[config.mk]
export PLATFORM = sky130hd
export DESIGN_NAME = keypad_emulator
export DESIGN_NICKNAME = d
export VERILOG_FILES = /design/src/rtl/keypad_emulator.sv
export SDC_FILE = /design/constraint.sdc
export NUM_CORES = 1
export LEC_CHECK = 0
export CAP_MARGIN = 10
export CORE_ASPECT_RATIO = 0.6
export CORE_MARGIN = 8
export CORE_UTILIZATION = 40
export DETAILED_ROUTE_END_ITERATION = 8
export PLACE_DENSITY = 0.63
export SLEW_MARGIN = 20
export SYNTH_ARGS = -nofsm -noshare
export SYNTH_HDL_FRONTEND = slang
export SYNTH_SLANG_ARGS = --single-unit
[constraint.sdc]
create_clock -name clk -period 5.6 [get_ports clk]
set_input_delay 0.84 -clock clk [delete_from_list [all_inputs] [get_ports clk]]
set_output_delay 0.84 -clock clk [all_outputs]
set_load 0.02 [all_outputs]
[src/rtl/keypad_emulator.sv]
// 4x4 membrane keypad model: answers active-low row strobes with active-low
// column levels from a static force mask plus a bouncing press sequencer.
module keypad_emulator #(
  parameter int unsigned BOUNCE_LEN = 8,
  parameter logic [15:0] LFSR_SEED  = 16'hACE1
) (
  input  logic        clk,
  input  logic        rst,
  input  logic [3:0]  row_in,
  output logic [3:0]  col_out,
  input  logic [15:0] force_mask,
  input  logic        req_valid,
  output logic        req_ready,
  input  logic [3:0]  req_key,
  input  logic [15:0] req_hold,
  output logic        busy,
  output logic        key_closed,
  output logic        done
);

  typedef enum logic [2:0] {
    S_IDLE,
    S_PRESS_BNC,
    S_HOLD,
    S_REL_BNC,
    S_DONE
  } state_t;

  localparam logic [15:0] BNC_LAST = (BOUNCE_LEN == 0) ? 16'd0 : 16'(BOUNCE_LEN - 1);

  state_t      state_q, state_d;
  logic [15:0] lfsr_q, lfsr_d;
  logic [15:0] hold_q, hold_d;
  logic [15:0] bnc_q, bnc_d;
  logic [3:0]  key_q, key_d;
  logic        contact_d;
  logic [15:0] pressed;
  logic [3:0]  col_d;

  always_comb begin
    state_d = state_q;
    hold_d  = hold_q;
    bnc_d   = bnc_q;
    key_d   = key_q;
    lfsr_d  = {lfsr_q[0] ^ lfsr_q[2] ^ lfsr_q[3] ^ lfsr_q[5], lfsr_q[15:1]};

    case (state_q)
      S_IDLE: begin
        if (req_valid && req_ready) begin
          key_d   = req_key;
          hold_d  = (req_hold == '0) ? 16'd1 : req_hold;
          bnc_d   = '0;
          state_d = (BOUNCE_LEN == 0) ? S_HOLD : S_PRESS_BNC;
        end
      end
      S_PRESS_BNC: begin
        if (bnc_q == BNC_LAST) begin
          bnc_d   = '0;
          state_d = S_HOLD;
        end else begin
          bnc_d = bnc_q + 16'd1;
        end
      end
      S_HOLD: begin
        if (hold_q == 16'd1) begin
          state_d = (BOUNCE_LEN == 0) ? S_DONE : S_REL_BNC;
        end else begin
          hold_d = hold_q - 16'd1;
        end
      end
      S_REL_BNC: begin
        if (bnc_q == BNC_LAST) begin
          bnc_d   = '0;
          state_d = S_DONE;
        end else begin
          bnc_d = bnc_q + 16'd1;
        end
      end
      S_DONE:  state_d = S_IDLE;
      default: state_d = S_IDLE;
    endcase

    // Contact is registered from the next state and next LFSR value, so during
    // bounce key_closed always equals bit 0 of the LFSR currently held.
    case (state_d)
      S_PRESS_BNC, S_REL_BNC: contact_d = lfsr_d[0];
      S_HOLD:                 contact_d = 1'b1;
      default:                contact_d = 1'b0;
    endcase

    pressed = force_mask | (key_closed ? (16'd1 << key_q) : '0);
    for (int unsigned c = 0; c < 4; c++) begin
      col_d[c] = 1'b1;
      for (int unsigned r = 0; r < 4; r++) begin
        if (!row_in[r] && pressed[4*r+c]) col_d[c] = 1'b0;
      end
    end
  end

  always_ff @(posedge clk) begin
    if (rst) begin
      state_q    <= S_IDLE;
      lfsr_q     <= LFSR_SEED;
      hold_q     <= '0;
      bnc_q      <= '0;
      key_q      <= '0;
      col_out    <= '1;
      req_ready  <= 1'b0;
      busy       <= 1'b0;
      key_closed <= 1'b0;
      done       <= 1'b0;
    end else begin
      state_q    <= state_d;
      lfsr_q     <= lfsr_d;
      hold_q     <= hold_d;
      bnc_q      <= bnc_d;
      key_q      <= key_d;
      col_out    <= col_d;
      req_ready  <= (state_d == S_IDLE);
      busy       <= (state_d != S_IDLE);
      key_closed <= contact_d;
      done       <= (state_d == S_DONE);
    end
  end

endmodule

==> results.json <==
{
  "synth_enable_flop_cells": 0,
  "avgSynthCellArea_um2": 8.53,
  "die-area_mm2": 0.0112,
  "die_w_um": 132,
  "cts-hold-fix-buffers": 0,
  "synth_cells": 376,
  "nets": 462,
  "placed_cells": 513,
  "cts_buffers": 9,
  "cts.sinks": 63,
  "yosysUniqueCellTypes": 60,
  "yosysSeqAreaShare_pct": 39.3,
  "hold_viol": 0,
  "tns_ps": 0,
  "post-cts-setup-buffer-count": 0,
  "drv_cap": 0,
  "finClkSkew_ps": 6.68,
  "cts_tree": "built",
  "cp_slowest_cell": "nor2_1",
  "fin_crit_ps": 2600,
  "crit_arrival_ps": 2820,
  "ant_nets": 0,
  "fmax_ghz": 0.384,
  "area_growth_pct": 26.9,
  "ys_warn_count": 0,
  "grt_use_total_pct": 15.5,
  "post-route-drc-count": 0,
  "period_share_pct": 46.5,
  "max_slew.worst_pin.slew_ps": 954,
  "grt_max_degree": 49,
  "drv_slew": 0,
  "grt_pass1_wl_mm": 14.5,
  "synth.largest_area_cell": "dfxtp_1",
  "ys_top_cells_by_count": "dfxtp_1 (63), a21oi_1 (33), nor2_1 (33)",
  "cts_max_path_buffers": 2,
  "cts_resized": 0,
  "stdcell_count": 528,
  "synth_nets": 422,
  "crit_required_ps": 5820,
  "ys_top_cells_by_area": "dfxtp_1 (39%), a21oi_1 (5.1%), nor2_1 (3.9%)",
  "gp_congestion": 0.814,
  "relSlewSlack_pct": 36.2,
  "peakVddDrop_mv": 0.157,
  "viasPerCell": 5.69,
  "initial_core_util_pct": 41.0,
  "fp.coreArea_mm2": 0.00782,
  "nFillCells": 729,
  "cp_max_fo": 13,
  "vias": 3004,
  "cts-root-buf": "clkbuf_16",
  "antenna_found_initial": 0,
  "ys.flop_type": "dfxtp_1",
  "critPathBufInv": 1,
  "dr.first_iter.drc_count": 203,
  "clk_pin_slew_worst_paths_ps": 50,
  "rows": 25,
  "status": "finished, final reports clean",
  "wl_mm": 8.36,
  "syn_area_mm2": 0.00321,
  "clk_latency_ps": 330,
  "grt_setup_unrepaired": "false",
  "pin_count": 51,
  "power.density_mw_per_mm2": 312,
  "layout-drive-gt1-share_pct": 13.1,
  "setup_viol": 0,
  "grt_pass1_vias": 2843,
  "critPathMaxStageDelay_ps": 720,
  "hp-class": "reg -> reg",
  "synthArstFlopShare_pct": 0,
  "synth-seq-cells": 63,
  "power_leakage_uw": 0.00143,
  "htree_levels": 3,
  "synth_top_cell_area_share_pct": 39.3,
  "crit_path_start_kind": "input pin",
  "criticalPathCategory": "in -> reg",
  "yosysMostFrequentCell": "dfxtp_1",
  "crit_family": "simple AND/OR/NAND/NOR gates",
  "numPortBuffers": 50,
  "path_cells": "clkdlybuf4s50_1 -> nand2_1 -> o21ba_2 -> nor2_1 -> o21ai_0 -> a32o_1",
  "dr.pass1.iters": 5,
  "wl_per_cell_um": 15.8,
  "cp-end-kind": "flip-flop",
  "die_h_um": 85.4,
  "overflow": 0,
  "dp_hpwl_mm": 5.86,
  "antenna_cells": 0
}
## through the flow
stage | cell area [µm²] | power [µW] | setup WS [ps] | hold slack (ps) | util, %
after floorplan | 3210 | 600 | 3750 | 389 | -
after global placement | 3740 | 662 | 2750 | 392 | 47.8
after detailed placement | 3740 | 664 | 2710 | 394 | 47.8
after CTS | 4070 | 1280 | 3060 | 403 | 52.0
after global routing | 4070 | 1320 | 2850 | 419 | 52.0
final | 4070 | 1270 | 3000 | 400 | 52.0
## cells by family (layout without fill, tap and decap cells)
kind of cell | Yosys count | in the layout | share of synthesized area (%)
buffers and inverters | 29 | 73 | 4.41
xor gates and xnor gates | 4 | 4 | 1.09
DFF | 63 | 63 | 39.3
and+or+nand+nor | 156 | 156 | 27.1
adders and majority gates | 3 | 3 | 1.17
AOI/OAI and AO/OA | 117 | 117 | 25.6
muxes | 4 | 4 | 1.25
## cells in the final DEF, fill, tap and decap left out, drive strengths merged, types with 7 or more instances in the layout
cell type and instances:
dfxtp 63, o21ai 14, a31oi 7, nor4 11
nand3 12, nor2 35, o22ai 8, a21oi 41
nor3 14, a21o 11, nand2 28, or2 13
clkbuf 12, nor2b 11, clkdlybuf4s50 49, a311oi 10
## worst register-to-register path: stages (launching register included)
cell and delay, ps:
dfxtp_1 360, ha_1 260, nor4bb_1 160, and4_1 210
nor2_1 390, buf_4 300, a41oi_1 160, a311oi_1 290
## report_power, final
| group | internal [µW] | switching (µW) | total [µW] |
|---|---|---|---|
| logic | 79.1 | 91.2 | 170 |
| registers | 470 | 16.6 | 486 |
| clock network | 422 | 192 | 614 |
| total | 971 | 299 | 1270 |
## layer usage
metal | wire length [µm] | vias up | GRT usage [%]
met4 | 139 | 0 | 5.60
met5 | 0 | - | 0
met3 | 653 | 14 | 4.54
met2 | 3230 | 112 | 21.1
li1 | - | 1476 | -
met1 | 4340 | 1402 | 22.3
## final cells by class
cell class                      instances  area, µm²  share of cell area (%)
Tap cell                              108        135                    3.32
Clock inverter                          3       65.1                    1.60
Clock buffer                           12        267                    6.55
Sequential cell                        63       1260                    31.0
Inverter                                5       18.8                   0.461
Multi-Input combinational cell        284       1810                    44.4
Timing Repair Buffer                   53        518                    12.7
## sequential cells by signal (all words and copies together), names as in the netlist
name / count
key_q: 4
req_ready: 1
state_q: 3
lfsr_q: 16
hold_q: 16
done: 1
col_out: 4
key_closed: 1
bnc_q: 16
busy: 1
## worst paths after layout
| kind | from | to | slack [ps] | cells past startpoint |
|---|---|---|---|---|
| min | lfsr_q[6] | lfsr_q[5] | 400 | 1 |
| max reg2reg | bnc_q[0] | bnc_q[13] | 3370 | 7 |
| min reg2reg | lfsr_q[6] | lfsr_q[5] | 400 | 1 |
| max | req_valid | bnc_q[7] | 3000 | 6 |
No activity file was read; power rests on OpenSTA's default activity.
